`src/rtl/mem_arbiter_if.sv`:
```
// mem_arbiter_if: bundles the fetch port, the load/store port and the memory
// port that meet at mem_arbiter.
//   slave  - arbiter side: takes requests and memory q, drives completions,
//            read data and the memory address/write controls.
//   master - the opposite view, for requesters and the memory model.
interface mem_arbiter_if #(
  parameter int ADDR_W = 32
);
  // fetch port
  logic              if_req;
  logic [ADDR_W-1:0] if_addr;
  logic [31:0]       if_data;
  logic              if_done;
  // load/store port
  logic              ls_req;
  logic              ls_we;
  logic [1:0]        ls_size;
  logic              ls_unsigned;
  logic [ADDR_W-1:0] ls_addr;
  logic [31:0]       ls_wdata;
  logic [31:0]       ls_rdata;
  logic              ls_done;
  logic              ls_fault;
  // memory port
  logic [ADDR_W-1:0] mem_addr;
  logic              mem_we;
  logic [31:0]       mem_wdata;
  logic [31:0]       mem_rdata;

  modport slave (
    input  if_req, if_addr, ls_req, ls_we, ls_size, ls_unsigned, ls_addr,
           ls_wdata, mem_rdata,
    output if_data, if_done, ls_rdata, ls_done, ls_fault, mem_addr, mem_we,
           mem_wdata
  );

  modport master (
    output if_req, if_addr, ls_req, ls_we, ls_size, ls_unsigned, ls_addr,
           ls_wdata, mem_rdata,
    input  if_data, if_done, ls_rdata, ls_done, ls_fault, mem_addr, mem_we,
           mem_wdata
  );
endinterface

```
`src/rtl/mem_arbiter.sv`:
```
// mem_arbiter: single-port arbiter/sequencer between instruction fetch and
// load/store in front of a 512x32 memory with two-cycle registered reads.
// Sub-word stores are read-modify-write; loads are sign/zero extended.
// Ports:
//   clk, reset (sync, active high), clk_enable (global advance qualifier)
//   bus (mem_arbiter_if.slave): fetch, load/store and memory ports
// Optional feature: define MEM_ARB_RR_EN for round-robin arbitration on ties;
// otherwise load/store has fixed priority over fetch.
module mem_arbiter #(
  parameter int ADDR_W = 32
) (
  input  logic         clk,
  input  logic         reset,
  input  logic         clk_enable,
  mem_arbiter_if.slave bus
);
  typedef enum logic [2:0] {S_IDLE, S_RD1, S_RD2, S_WR, S_DONE} state_t;

  state_t            state_q, state_d;
  logic              gnt_ls_q, gnt_ls_d;     // 1: current access belongs to LS
  logic              fault_q, fault_d;
  logic [ADDR_W-1:0] addr_q, addr_d;
  logic [31:0]       word_q, word_d;         // word captured in RD2 for RMW
  logic [31:0]       if_data_q, if_data_d;
  logic [31:0]       ls_rdata_q, ls_rdata_d;
`ifdef MEM_ARB_RR_EN
  logic              last_ls_q, last_ls_d;   // 1: LS was granted last
`endif

  logic              pick_ls, pick_if, ls_bad;
  logic [ADDR_W-1:0] win_addr;
  logic [4:0]        sh;
  logic [31:0]       ld_sh, ld_ext, lane_mask, wr_word;

  // arbitration and alignment check, evaluated in IDLE
  always_comb begin
`ifdef MEM_ARB_RR_EN
    pick_ls = bus.ls_req && (!bus.if_req || !last_ls_q);
`else
    pick_ls = bus.ls_req;
`endif
    pick_if  = bus.if_req && !pick_ls;
    win_addr = (pick_ls ? bus.ls_addr : bus.if_addr) & ~ADDR_W'(3);
    ls_bad   = (bus.ls_size == 2'b11) ||
               (bus.ls_size == 2'b01 && bus.ls_addr[0]) ||
               (bus.ls_size == 2'b10 && bus.ls_addr[1:0] != 2'b00);
  end

  // lane extraction for loads and lane insertion for sub-word stores;
  // the requester holds its fields, so the live ls_* inputs are used
  always_comb begin
    sh = (bus.ls_size == 2'b00) ? {bus.ls_addr[1:0], 3'b000}
                                : {bus.ls_addr[1], 4'b0000};
    ld_sh = bus.mem_rdata >> sh;
    case (bus.ls_size)
      2'b00:   ld_ext = {{24{~bus.ls_unsigned & ld_sh[7]}}, ld_sh[7:0]};
      2'b01:   ld_ext = {{16{~bus.ls_unsigned & ld_sh[15]}}, ld_sh[15:0]};
      default: ld_ext = bus.mem_rdata;
    endcase
    lane_mask = ((bus.ls_size == 2'b00) ? 32'h0000_00FF : 32'h0000_FFFF) << sh;
    wr_word   = (bus.ls_size == 2'b10) ? bus.ls_wdata
              : ((word_q & ~lane_mask) | ((bus.ls_wdata << sh) & lane_mask));
  end

  // state register
  always_ff @(posedge clk) begin
    if (reset) begin
      state_q    <= S_IDLE;
      gnt_ls_q   <= 1'b0;
      fault_q    <= 1'b0;
      addr_q     <= '0;
      word_q     <= '0;
      if_data_q  <= '0;
      ls_rdata_q <= '0;
`ifdef MEM_ARB_RR_EN
      last_ls_q  <= 1'b1;                    // IF wins the first tie
`endif
    end else if (clk_enable) begin
      state_q    <= state_d;
      gnt_ls_q   <= gnt_ls_d;
      fault_q    <= fault_d;
      addr_q     <= addr_d;
      word_q     <= word_d;
      if_data_q  <= if_data_d;
      ls_rdata_q <= ls_rdata_d;
`ifdef MEM_ARB_RR_EN
      last_ls_q  <= last_ls_d;
`endif
    end
  end

  // next state
  always_comb begin
    state_d    = state_q;
    gnt_ls_d   = gnt_ls_q;
    fault_d    = fault_q;
    addr_d     = addr_q;
    word_d     = word_q;
    if_data_d  = if_data_q;
    ls_rdata_d = ls_rdata_q;
`ifdef MEM_ARB_RR_EN
    last_ls_d  = last_ls_q;
`endif
    case (state_q)
      S_IDLE: if (pick_ls || pick_if) begin
        gnt_ls_d = pick_ls;
        addr_d   = win_addr;
        fault_d  = pick_ls && ls_bad;
`ifdef MEM_ARB_RR_EN
        last_ls_d = pick_ls;
`endif
        if (pick_ls && ls_bad)                                 state_d = S_DONE;
        else if (pick_ls && bus.ls_we && bus.ls_size == 2'b10) state_d = S_WR;
        else                                                   state_d = S_RD1;
      end
      S_RD1: state_d = S_RD2;
      S_RD2: begin
        word_d = bus.mem_rdata;
        if (gnt_ls_q && bus.ls_we) state_d = S_WR;
        else begin
          state_d = S_DONE;
          // load results are registered on entry to DONE so they are
          // valid alongside the done pulse
          if (gnt_ls_q) ls_rdata_d = ld_ext;
          else          if_data_d  = bus.mem_rdata;
        end
      end
      S_WR:    state_d = S_DONE;
      S_DONE:  state_d = S_IDLE;
      default: state_d = S_IDLE;
    endcase
  end

  // outputs; the write strobe and completions are masked during reset so an
  // aborted access neither writes nor completes
  always_comb begin
    bus.mem_addr  = addr_q;
    bus.mem_we    = 1'b0;
    bus.mem_wdata = '0;
    bus.if_done   = 1'b0;
    bus.ls_done   = 1'b0;
    bus.ls_fault  = 1'b0;
    case (state_q)
      S_IDLE: bus.mem_addr = win_addr;
      S_WR: begin
        bus.mem_we    = clk_enable && !reset;
        bus.mem_wdata = wr_word;
      end
      S_DONE: begin
        bus.ls_done  = gnt_ls_q && !reset;
        bus.ls_fault = gnt_ls_q && fault_q && !reset;
        bus.if_done  = !gnt_ls_q && !reset;
      end
      default: ;
    endcase
  end

  assign bus.if_data  = if_data_q;
  assign bus.ls_rdata = ls_rdata_q;
endmodule

```
`src/flat_wrapper.sv`:
```
// flat-port wrapper written by rule: the top's interface ports become plain ports
module mem_arbiter_flat 
#(
  parameter int ADDR_W = 32
)
  (clk, reset, clk_enable, bus_if_req, bus_if_addr, bus_ls_req, bus_ls_we, bus_ls_size, bus_ls_unsigned, bus_ls_addr, bus_ls_wdata, bus_mem_rdata, bus_if_data, bus_if_done, bus_ls_rdata, bus_ls_done, bus_ls_fault, bus_mem_addr, bus_mem_we, bus_mem_wdata);
  mem_arbiter_if #(.ADDR_W(ADDR_W)) bus_i ();
  input  logic clk;
  input  logic reset;
  input  logic clk_enable;
  input wire logic [$bits(bus_i.if_req)-1:0] bus_if_req;
  input wire logic [$bits(bus_i.if_addr)-1:0] bus_if_addr;
  input wire logic [$bits(bus_i.ls_req)-1:0] bus_ls_req;
  input wire logic [$bits(bus_i.ls_we)-1:0] bus_ls_we;
  input wire logic [$bits(bus_i.ls_size)-1:0] bus_ls_size;
  input wire logic [$bits(bus_i.ls_unsigned)-1:0] bus_ls_unsigned;
  input wire logic [$bits(bus_i.ls_addr)-1:0] bus_ls_addr;
  input wire logic [$bits(bus_i.ls_wdata)-1:0] bus_ls_wdata;
  input wire logic [$bits(bus_i.mem_rdata)-1:0] bus_mem_rdata;
  output wire logic [$bits(bus_i.if_data)-1:0] bus_if_data;
  output wire logic [$bits(bus_i.if_done)-1:0] bus_if_done;
  output wire logic [$bits(bus_i.ls_rdata)-1:0] bus_ls_rdata;
  output wire logic [$bits(bus_i.ls_done)-1:0] bus_ls_done;
  output wire logic [$bits(bus_i.ls_fault)-1:0] bus_ls_fault;
  output wire logic [$bits(bus_i.mem_addr)-1:0] bus_mem_addr;
  output wire logic [$bits(bus_i.mem_we)-1:0] bus_mem_we;
  output wire logic [$bits(bus_i.mem_wdata)-1:0] bus_mem_wdata;
  assign bus_i.if_req = bus_if_req;
  assign bus_i.if_addr = bus_if_addr;
  assign bus_i.ls_req = bus_ls_req;
  assign bus_i.ls_we = bus_ls_we;
  assign bus_i.ls_size = bus_ls_size;
  assign bus_i.ls_unsigned = bus_ls_unsigned;
  assign bus_i.ls_addr = bus_ls_addr;
  assign bus_i.ls_wdata = bus_ls_wdata;
  assign bus_i.mem_rdata = bus_mem_rdata;
  assign bus_if_data = bus_i.if_data;
  assign bus_if_done = bus_i.if_done;
  assign bus_ls_rdata = bus_i.ls_rdata;
  assign bus_ls_done = bus_i.ls_done;
  assign bus_ls_fault = bus_i.ls_fault;
  assign bus_mem_addr = bus_i.mem_addr;
  assign bus_mem_we = bus_i.mem_we;
  assign bus_mem_wdata = bus_i.mem_wdata;
  mem_arbiter #(.ADDR_W(ADDR_W)) u_core (.clk(clk), .reset(reset), .clk_enable(clk_enable), .bus(bus_i));
endmodule
```
`config.mk`:
```
export PLATFORM = sky130hd
export DESIGN_NAME = mem_arbiter_flat
export DESIGN_NICKNAME = d
export VERILOG_FILES = /design/src/rtl/mem_arbiter_if.sv /design/src/rtl/mem_arbiter.sv /design/src/flat_wrapper.sv
export SDC_FILE = /design/constraint.sdc
export NUM_CORES = 1
export LEC_CHECK = 0
export ABC_AREA = 1
export ABC_CLOCK_PERIOD_IN_PS = 3460
export CAP_MARGIN = 40
export CORE_AREA = 2 2 131 133
export DETAILED_ROUTE_END_ITERATION = 8
export DIE_AREA = 0 0 133 135
export DONT_BUFFER_PORTS = 1
export HOLD_SLACK_MARGIN = 0.03
export PLACE_DENSITY = 0.67
export REMOVE_ABC_BUFFERS = 1
export SLEW_MARGIN = 25
export SYNTH_ARGS = -nofsm -noshare
export SYNTH_HDL_FRONTEND = slang
export SYNTH_SLANG_ARGS = --single-unit
```
`constraint.sdc`:
```
create_clock -name clk -period 3.46 [get_ports clk]
set_input_delay 0.692 -clock clk [delete_from_list [all_inputs] [get_ports clk]]
set_output_delay 0.692 -clock clk [all_outputs]
set_load 0.1 [all_outputs]
```
==> metrics.txt, run 1 <==
DRC 0; antenna cell count 0; worst-skew pair later-pin latency approximately 0.42 ns; Worst Skew between 0.006 and 0.007 ns; Placer Congestion 0.8704; Reg clk slew, reported paths about 0.060 ns; Final period util 0.9021; reg-to-reg startpoint u_core.gnt_ls_q; first-pass iteration count of the detailed router 5; Setup CP Type register to output pin; Boundary Pins around 270; Max Clk Rate approximately 0.32 GHz; largest stage delay on the critical path between 0.4 and 0.5 ns; drt total wl 25.10 mm; Worst EP required ~2.8 ns; top-count cell post-synth nand2_1; status completed; Multi-input gate area 0.004011 mm²; ys async rst share 0; All-Layer GR Usage 0.2837; Final TNS setup 0 ns; H-Tree Level Count 4; fin nets 1374; RSZ-0062 raised after global routing false; top cells by count, synth nand2_1, inv_1, dfxtp_1; Critical Path Start Type register; routed vias/inst around 5.4; final hold vios 0; fin area 0.01057 mm²; initial antenna violation count 2; P per Cell Area between 400 and 500 mW/mm²; initial core utilization 0.4455; Die Y about 140 µm; Yosys reg bits between 100 and 150; die width about 130 µm; # hold bufs at CTS 0; Synth Flop Type dfxtp_1; Leak roughly 4.7 nW; CTS tree done; synth unique cells 30; post-synthesis sequential area ratio 0.3588; number of global-route vias before repair roughly 7800; Period minus WS final between 3 and 4 ns; VDD IR max ~0.00038 V; post-synth top area cell dfxtp_1; Root Driver clkbuf_16; largest net degree at the start of global routing 65; CP Cell Sequence inv_2 -> nor2_4 -> inv_1 -> nor2_2 -> buf_4 -> o21ai_1 -> a21oi_2 -> buf_12; Avg Cell Area, Syn about 6.3 µm²; max-slew violations 0; Max-slew headroom 0.5193; dominant cells by area after synthesis dfxtp_1, nand2_1, o21ai_0; Pwr Total between 4 and 5 mW; HP Start reset; CORE AREA between 0.015 and 0.02 mm²; Vias 7881; synthesized area between 0.007 and 0.008 mm²; Sequential Area around 0.0026 mm²; antenna-violating nets left 0; CP Max Fanout 21; Fill cells approximately 1400; Num CTS Buffers 17; first-pass GRT wire length around 40 mm; Layout Utilization 0.6443; Worst-Margin Slew between 0.7 and 0.8 ns; postcts setup bufs 0; Critical Path AT around 2.4 ns; dpl cell area 0.01000 mm²; die area ~0.018 mm²; Post-synth EDFFs 0; Hold WC Path Type primary input to register; YS warnings 0; Hold WS ~0.34 ns; share of cells above drive strength 1 0.2040; WL/cell between 15 and 20 µm; Gate Count Post-Synth roughly 1200; final setup fails 0; CP endpoint kind output pin; slowest stage cell, crit path nor2_2; share of the synthesized area in the top cell type 0.3588; maxcap violations 0; CTS-repair resized insts 0; Max Root-Sink Buffers 2; Worst Setup SP u_core.state_q[1]; HPWL after detailed placement 17.91 mm; area grow syn2layout 44.63%; DR iter-0 viols between 600 and 700; # rows 47; # clock sinks roughly 130; grt ovf 0; IO Port Bufs 0
[registers in the layout (all words and copies together), names as in the netlist]
register / count
u_core.fault_q: 1
u_core.gnt_ls_q: 1
u_core.bus.if_data: 32
u_core.bus.ls_rdata: 32
u_core.word_q: 32
u_core.state_q: 3
u_core.addr_q: 30
[worst paths after layout]
kind / to / slack [ns] / cells after the start
worst max-delay path: bus_mem_wdata[27] / 0.34 / 8
worst max register to register: u_core.bus.ls_rdata[9] / 1.14 / 7
worst min-delay path: u_core.bus.if_data[14] / 0.34 / 1
worst min register to register: u_core.addr_q[2] / 0.47 / 2
[routing by layer]
metal | global-route usage | part of all wire
met3 | 0.08784 | 0.085
met5 | 0 | 0.0010
met1 | 0.3308 | 0.40
met2 | 0.4775 | 0.48
met4 | 0.1332 | 0.035
[area by class of cell]
class / instances / area share
Clock buffer: 17 / 0.04024
Clock inverter: 15 / 0.01337
Inverter: 140 / 0.04995
Multi-Input combinational cell: 801 / 0.3795
Sequential cell: 131 / 0.2481
Tap cell: 220 / 0.02604
Timing Repair Buffer: 146 / 0.2429
[worst max-delay path, delay by kind of cell, from the launching register on]
kind / cells / cell delay (ns)
buffers and inverters: 4 / 0.67
DFF: 1 / 0.41
and+or+nand+nor: 2 / 0.58
AOI/OAI and AO/OA: 2 / 0.33
[report_power, final]
group | switching, mW | total [mW] | internal [mW]
Combinational | 0.930 | 1.29 | 0.363
Clock | 0.699 | 1.75 | 1.05
Sequential | 0.0288 | 1.60 | 1.57
Total | 1.66 | 4.64 | 2.98
[cell usage in the layout (no fill, tap or decap), drive strengths merged]
cell,instances
o21ai,141
nor3,7
nand2,307
clkbuf,17
nand3,108
o21a,24
or2,1
nor2,68
inv,140
conb,2
a211oi,20
and2,1
o211ai,15
buf,146
bufinv,2
a21oi,107
clkinvlp,5
clkinv,8
dfxtp,131
[logic make-up (layout without fill, tap and decap cells)]
kind of cell / after synthesis / after routing / share of synthesized area
buffers and inverters: 224 / 318 / 0.1260
and+or+nand+nor: 492 / 492 / 0.2833
other: 1 / 2 / 0.0005130
DFF: 131 / 131 / 0.3588
AOI/OAI and AO/OA: 307 / 307 / 0.2314
[through the flow]
step | std cells | worst slack [ns]
final | 1470 | 0.3388
after global routing | 1470 | 0.1120
after floorplan | 1072 | -1.496
after CTS | 1470 | 0.3311
after detailed placement | 1438 | 0.4483
after global placement | 1345 | 0.5047
No activity file was read; power rests on OpenSTA's default activity.
==> run 2, diff against run 1 <==
- GPL_ROUTABILITY_DRIVEN: unset -> 0
==> results of run 2 <==
The final DEF is identical to that of run 1; final timing and power are the same.
==> variant 1: new RTL, flow settings as in run 1 <==
Re-encode `state_t` (5 states) as one-hot, 5 bits wide.
--- a/src/rtl/mem_arbiter.sv
+++ b/src/rtl/mem_arbiter.sv
@@ -14,7 +14,7 @@
   input  logic         clk_enable,
   mem_arbiter_if.slave bus
 );
-  typedef enum logic [2:0] {S_IDLE, S_RD1, S_RD2, S_WR, S_DONE} state_t;
+  typedef enum logic [4:0] {S_IDLE = 5'b00001, S_RD1 = 5'b00010, S_RD2 = 5'b00100, S_WR = 5'b01000, S_DONE = 5'b10000} state_t;
 
   state_t            state_q, state_d;
   logic              gnt_ls_q, gnt_ls_d;     // 1: current access belongs to LS
Behaviour: same outputs for any inputs over 4 cycles, from zero or initial values and one cycle with reset high; so few cycles prove little.
==> variant 1 against run 1 <==
  * Setup slack improved by 0.25 ns
  * Sequential cell count grew 2
  * Area after synthesis grew 1.5%
  * Via count is 4.2% higher
  * Worst hold slack better by 0.016 ns
  * Largest power group is now combinational logic
  * Sequential power grew 3%
  * Critical path type unchanged
  * Design area grew 1.0%
  * Count of clock-buffer cells in the layout rose by 1
  * Total power is 13% higher
  * Core utilization grew 0.66 points
  * Sequential share of layout area rose by 0.12 points
  * Register-to-register slack worse by 0.21 ns
  * Wire length up 3.8%
==> variant 1: results (changes against run 1) <==
PLACEMENT
------------------------------------------------------------------------------
Routability cong.                                                       0.8796   +1.1%
Cell Count Post-Placement                                                 1489   +3.5%
Post-Place Setup Slack                                               0.6494 ns   +0.2011 ns

SYNTH
------------------------------------------------------------------------------
Fraction of the mapped netlist area in compound gates                   19.82%   -3.3 points
Largest cells by area after synthesis                             dfxtp_1, nand2_1, o21ai_0
Number of different library cells in the post-synthesis netlist             26   -13%
List of most frequent post-synthesis cells                        nand2_1, o21ai_0, nor2_1, dfxtp_1, inv_1
Mean instance size in the synthesized netlist                        6.119 um2   -3.3%

GLOBAL ROUTING
------------------------------------------------------------------------------
First-pass GRT wire length                                            40.94 mm   +1.7%
Global-route total usage across every layer                             28.98%   +0.61 points
Antenna violations before repair                                             0   -2
Via count of the first global-routing pass                                7847   +0.18%

STA
------------------------------------------------------------------------------
Hold slack final                                                     0.3526 ns   +0.01573 ns
Worst Max-Slew Pin Slew                                              0.7281 ns   +0.009772 ns
Worst clock skew                                                    0.01090 ns   +0.004316 ns
Min Clock Period, post-route                                          2.874 ns   -0.2474 ns

SETUP PATH
------------------------------------------------------------------------------
Top fanout value on the critical path                                       32   +52%
Slowest cell on crit path                                              dfxtp_1
Setup slack on the worst flop-to-flop path                             0.93 ns   -0.21 ns
Data arrival time at the worst-slack endpoint                          2.18 ns   -0.25 ns

PWR
------------------------------------------------------------------------------
Leakage power                                                         4.781 nW   +1.9%

DRT
------------------------------------------------------------------------------
WL per Instance                                                       17.13 um   +0.28%
Number of DRC violations after detailed-routing iteration 0                689   -0.14%

CELLS AND AREA
------------------------------------------------------------------------------
Fraction of layout cells with a size suffix above 1                     19.28%   -1.1 points

RUN STATUS
------------------------------------------------------------------------------
Status                                                            finished clean

-- variant 1: worst max-delay path: cells and delay by family (launching register included) --
| kind | cells | cell delay (ns) |
|---|---|---|
| AND/OR/NAND/NOR | 2 | 0.38 |
| AO/OA/AOI/OAI | 2 | 0.40 |
| buffers and inverters | 3 | 0.61 |
| flip-flops | 1 | 0.36 |
-- variant 1: cell type report --
class	count	area, um2
fillers	1342	5727
multi-input cells	859	4078
flip-flops and latches	133	2663
repair buffers	142	2572
inverters	136	510.5
clock buffers	18	429.2
well taps	220	275.3
clock inverters	14	152.6
-- variant 1: routing by layer --
| layer | track usage (%) | vias up | wire (um) |
|---|---|---|---|
| li1 | - | 4010 | - |
| met1 | 35.51 | 3780 | 10250 |
| met2 | 48.45 | 366 | 12680 |
| met3 | 7.620 | 59 | 2398 |
| met4 | 12.07 | 0 | 741 |
| met5 | 0 | - | 0 |
-- variant 1: final timing paths --
kind | depth (start not counted) | startpoint | end
min reg2reg | 2 | u_core.word_q[30]$_SDFFE_PP0P_ | u_core.word_q[30]$_SDFFE_PP0P_
max | 7 | u_core.state_q[0]$_SDFFE_PP1P_ | bus_mem_wdata[25]
max reg2reg | 10 | u_core.state_q[0]$_SDFFE_PP1P_ | u_core.bus.ls_rdata[21]$_SDFFE_PP0P_
min | 1 | reset | u_core.word_q[25]$_SDFFE_PP0P_
-- variant 1: power groups by stage --
stage	Clock, mW	Combinational [mW]	Sequential, mW
floorplan	0	1.09	1.76
global placement	0	1.33	1.76
CTS	1.82	1.81	1.65
global route	1.89	1.90	1.66
finish	1.80	1.81	1.65
detailed placement	0	1.80	1.69
==> variant 2: new RTL, flow settings as in run 1 <==
Without the edit above. `ADDR_W` is set to 32 in 3 places; all go to 40.
--- a/src/rtl/mem_arbiter_if.sv
+++ b/src/rtl/mem_arbiter_if.sv
@@ -4,7 +4,7 @@
 //            read data and the memory address/write controls.
 //   master - the opposite view, for requesters and the memory model.
 interface mem_arbiter_if #(
-  parameter int ADDR_W = 32
+  parameter int ADDR_W = 40
 );
   // fetch port
   logic              if_req;
--- a/src/rtl/mem_arbiter.sv
+++ b/src/rtl/mem_arbiter.sv
@@ -7,7 +7,7 @@
 // Optional feature: define MEM_ARB_RR_EN for round-robin arbitration on ties;
 // otherwise load/store has fixed priority over fetch.
 module mem_arbiter #(
-  parameter int ADDR_W = 32
+  parameter int ADDR_W = 40
 ) (
   input  logic         clk,
   input  logic         reset,
--- a/src/flat_wrapper.sv
+++ b/src/flat_wrapper.sv
@@ -1,7 +1,7 @@
 // flat-port wrapper written by rule: the top's interface ports become plain ports
 module mem_arbiter_flat 
 #(
-  parameter int ADDR_W = 32
+  parameter int ADDR_W = 40
 )
   (clk, reset, clk_enable, bus_if_req, bus_if_addr, bus_ls_req, bus_ls_we, bus_ls_size, bus_ls_unsigned, bus_ls_addr, bus_ls_wdata, bus_mem_rdata, bus_if_data, bus_if_done, bus_ls_rdata, bus_ls_done, bus_ls_fault, bus_mem_addr, bus_mem_we, bus_mem_wdata);
   mem_arbiter_if #(.ADDR_W(ADDR_W)) bus_i ();
Ports: changed (resized bus_if_addr, bus_ls_addr and bus_mem_addr); port bits go from 269 to 293. The function was not compared with the original's and may differ.
==> variant 2 against run 1 <==
  * Area after synthesis rose by 5.1%
  * Setup slack improved by 0.012 ns
  * Wire length rose by 6.5%
  * Total power rose by 12%
  * Design area rose by 7.1%
  * Sequential cell count rose by 8
  * Critical path depth did not move
  * Clock power rose by 5%
  * Largest power group unchanged
==> variant 2: results (changes against run 1) <==
CTS
----------------------------------------------------------------------------------------
H-tree level count                                                                     4   unchanged
Number of buffers added by the clock tree synthesis step                              17   unchanged
Post_cts resized                                                                       0   unchanged
Clock Tree Root                                                                clkbuf_16
Clk Latency, worst-skew pair                                                     0.42 ns   about the same
Number of setup buffers added after CTS                                                0   unchanged
Number of buffers on the longest clock path                                            2   unchanged

SYNTH
----------------------------------------------------------------------------------------
Top_reg_cell synth                                                               dfxtp_1
Proportion of synthesized chip area in sequential cells                           36.22%   +0.34 points
Yosys synthesis warning count                                                          0   unchanged
Number of different library cells in the post-synthesis netlist                       30   unchanged
Share of async-settable or async-resettable flops after synthesis                     0%   unchanged
Largest cells by area after synthesis                                       dfxtp_1, nand2_1, o21ai_0
List of most frequent post-synthesis cells                                  nand2_1, o21ai_0, inv_1, dfxtp_1, a21oi_1
Number of cells produced by synthesis                                               1212   +4.9%

CELLS AND AREA
----------------------------------------------------------------------------------------
Non-filler instance count after layout                                              1529   +4.0%
Fraction of layout cells with a size suffix above 1                               20.32%   -0.079 points
Max FFs per register                                                                  38
Largest register by flop count                                              u_core.addr_q
Antenna diode count                                                                    0   unchanged

PLACEMENT
----------------------------------------------------------------------------------------
Number of buffer cells added on primary ports                                          0   unchanged
Routability cong.                                                                 0.8715   +0.13%
Cell Count Post-Placement                                                           1498   +4.2%
Total half-perimeter wirelength after legalization and detailed placement       19.23 mm   +7.4%
Instance area at placement                                                   0.01074 mm2   +7.3%
Post-Place Setup Slack                                                         0.3946 ns   -0.05374 ns

SETUP PATH
----------------------------------------------------------------------------------------
Worst R2R End                                                               u_core.bus.if_data[8]$_SDFFE_PP0P_
Top fanout value on the critical path                                                 31   +48%
Setup slack on the worst flop-to-flop path                                       1.06 ns   -0.08 ns
Reg2reg start                                                               u_core.state_q[1]$_SDFFE_PP0P_

DRT
----------------------------------------------------------------------------------------
Via Count                                                                           8304   +5.4%
First-pass DRT Iterations                                                              6   +1
Number of DRC violations after detailed-routing iteration 0                          768   +11%
WL per Instance                                                                 17.48 um   +2.4%

RUN STATUS
----------------------------------------------------------------------------------------
Status                                                                      finished clean

GLOBAL ROUTING
----------------------------------------------------------------------------------------
First-pass GRT wire length                                                      42.09 mm   +4.5%
Via count of the first global-routing pass                                          7954   +1.5%
Global-route total usage across every layer                                       29.44%   +1.1 points
Largest net degree at the start of global routing                                     77   +18%
Antenna violations before repair                                                       0   -2

HOLD PATH
----------------------------------------------------------------------------------------
Worst Hold Path EP                                                          u_core.state_q[2]$_SDFFE_PP0P_
Class of the tightest hold or removal check                                    in -> reg
Start point of the worst min-delay path                                            reset
Hold Path Depth                                                                        1   unchanged

STA
----------------------------------------------------------------------------------------
Worst slew margin relative to its limit                                           51.71%   -0.22 points
Hold violation count in the final report                                               0   unchanged
Worst clock skew                                                             0.007098 ns   +0.0005139 ns
Hold slack final                                                               0.3383 ns   +0.001390 ns

PWR
----------------------------------------------------------------------------------------
Switching power                                                                 1.872 mW   +13%
Leakage power                                                                   5.132 nW   +9.4%
Worst voltage drop across the vdd grid                                          421.8 uV   +12%

[variant 2: worst max path at each step]
stage                     slack [ns]           start                end
after floorplan                -1.32  bus_ls_size[1]   bus_mem_wdata[0]
after global routing            0.21  bus_ls_size[1]  bus_mem_wdata[26]
after global placement          0.43  bus_ls_size[1]  bus_mem_wdata[27]
after CTS                       0.38  bus_ls_size[1]  bus_mem_wdata[27]
final                           0.35  bus_ls_size[1]  bus_mem_wdata[27]
after detailed placement        0.39  bus_ls_size[1]  bus_mem_wdata[27]
[variant 2: routing by layer]
layer	share of wire, %	wire length [um]	up-vias	global-route usage, %
li1	-	-	4087	-
met1	41	11080	3807	36.53
met2	48	12950	353	49.22
met3	7.6	2021	57	8.371
met4	2.6	687	0	10.10
met5	0	0	-	0
[variant 2: power by group through the flow]
| stage | registers (mW) | clock network (mW) | logic (mW) |
|---|---|---|---|
| 2_1_floorplan | 1.81 | 0 | 0.965 |
| 3_3_place_gp | 1.82 | 0 | 1.18 |
| 3_5_place_dp | 1.75 | 0 | 1.63 |
| 4_1_cts | 1.72 | 1.84 | 1.63 |
| 5_1_grt | 1.72 | 1.91 | 1.72 |
| 6_report | 1.72 | 1.83 | 1.63 |
[variant 2: layout make-up]
cell class / instances / area, um2
tap: 220 / 275.3
clock inverter: 7 / 116.4
multi-input combinational: 836 / 4175
clock buffer: 24 / 461.7
sequential: 139 / 2783
inverter: 150 / 563.0
timing repair buffer: 153 / 2943
fill: 1278 / 5090
[variant 2: cells by family after synthesis]
kind of cell    synth area share (%)
flops                          36.22
other cells                  0.04881
simple gates                   25.83
compound gates                 24.93
buf+inv                        12.98
[variant 2: worst max-delay path: stages]
cell	delay, ns
nor2_2	0.12
nand2_2	0.20
inv_1	0.54
o21ai_0	0.22
nand2_1	0.09
o21ai_0	0.12
a21oi_2	0.21
buf_12	0.20
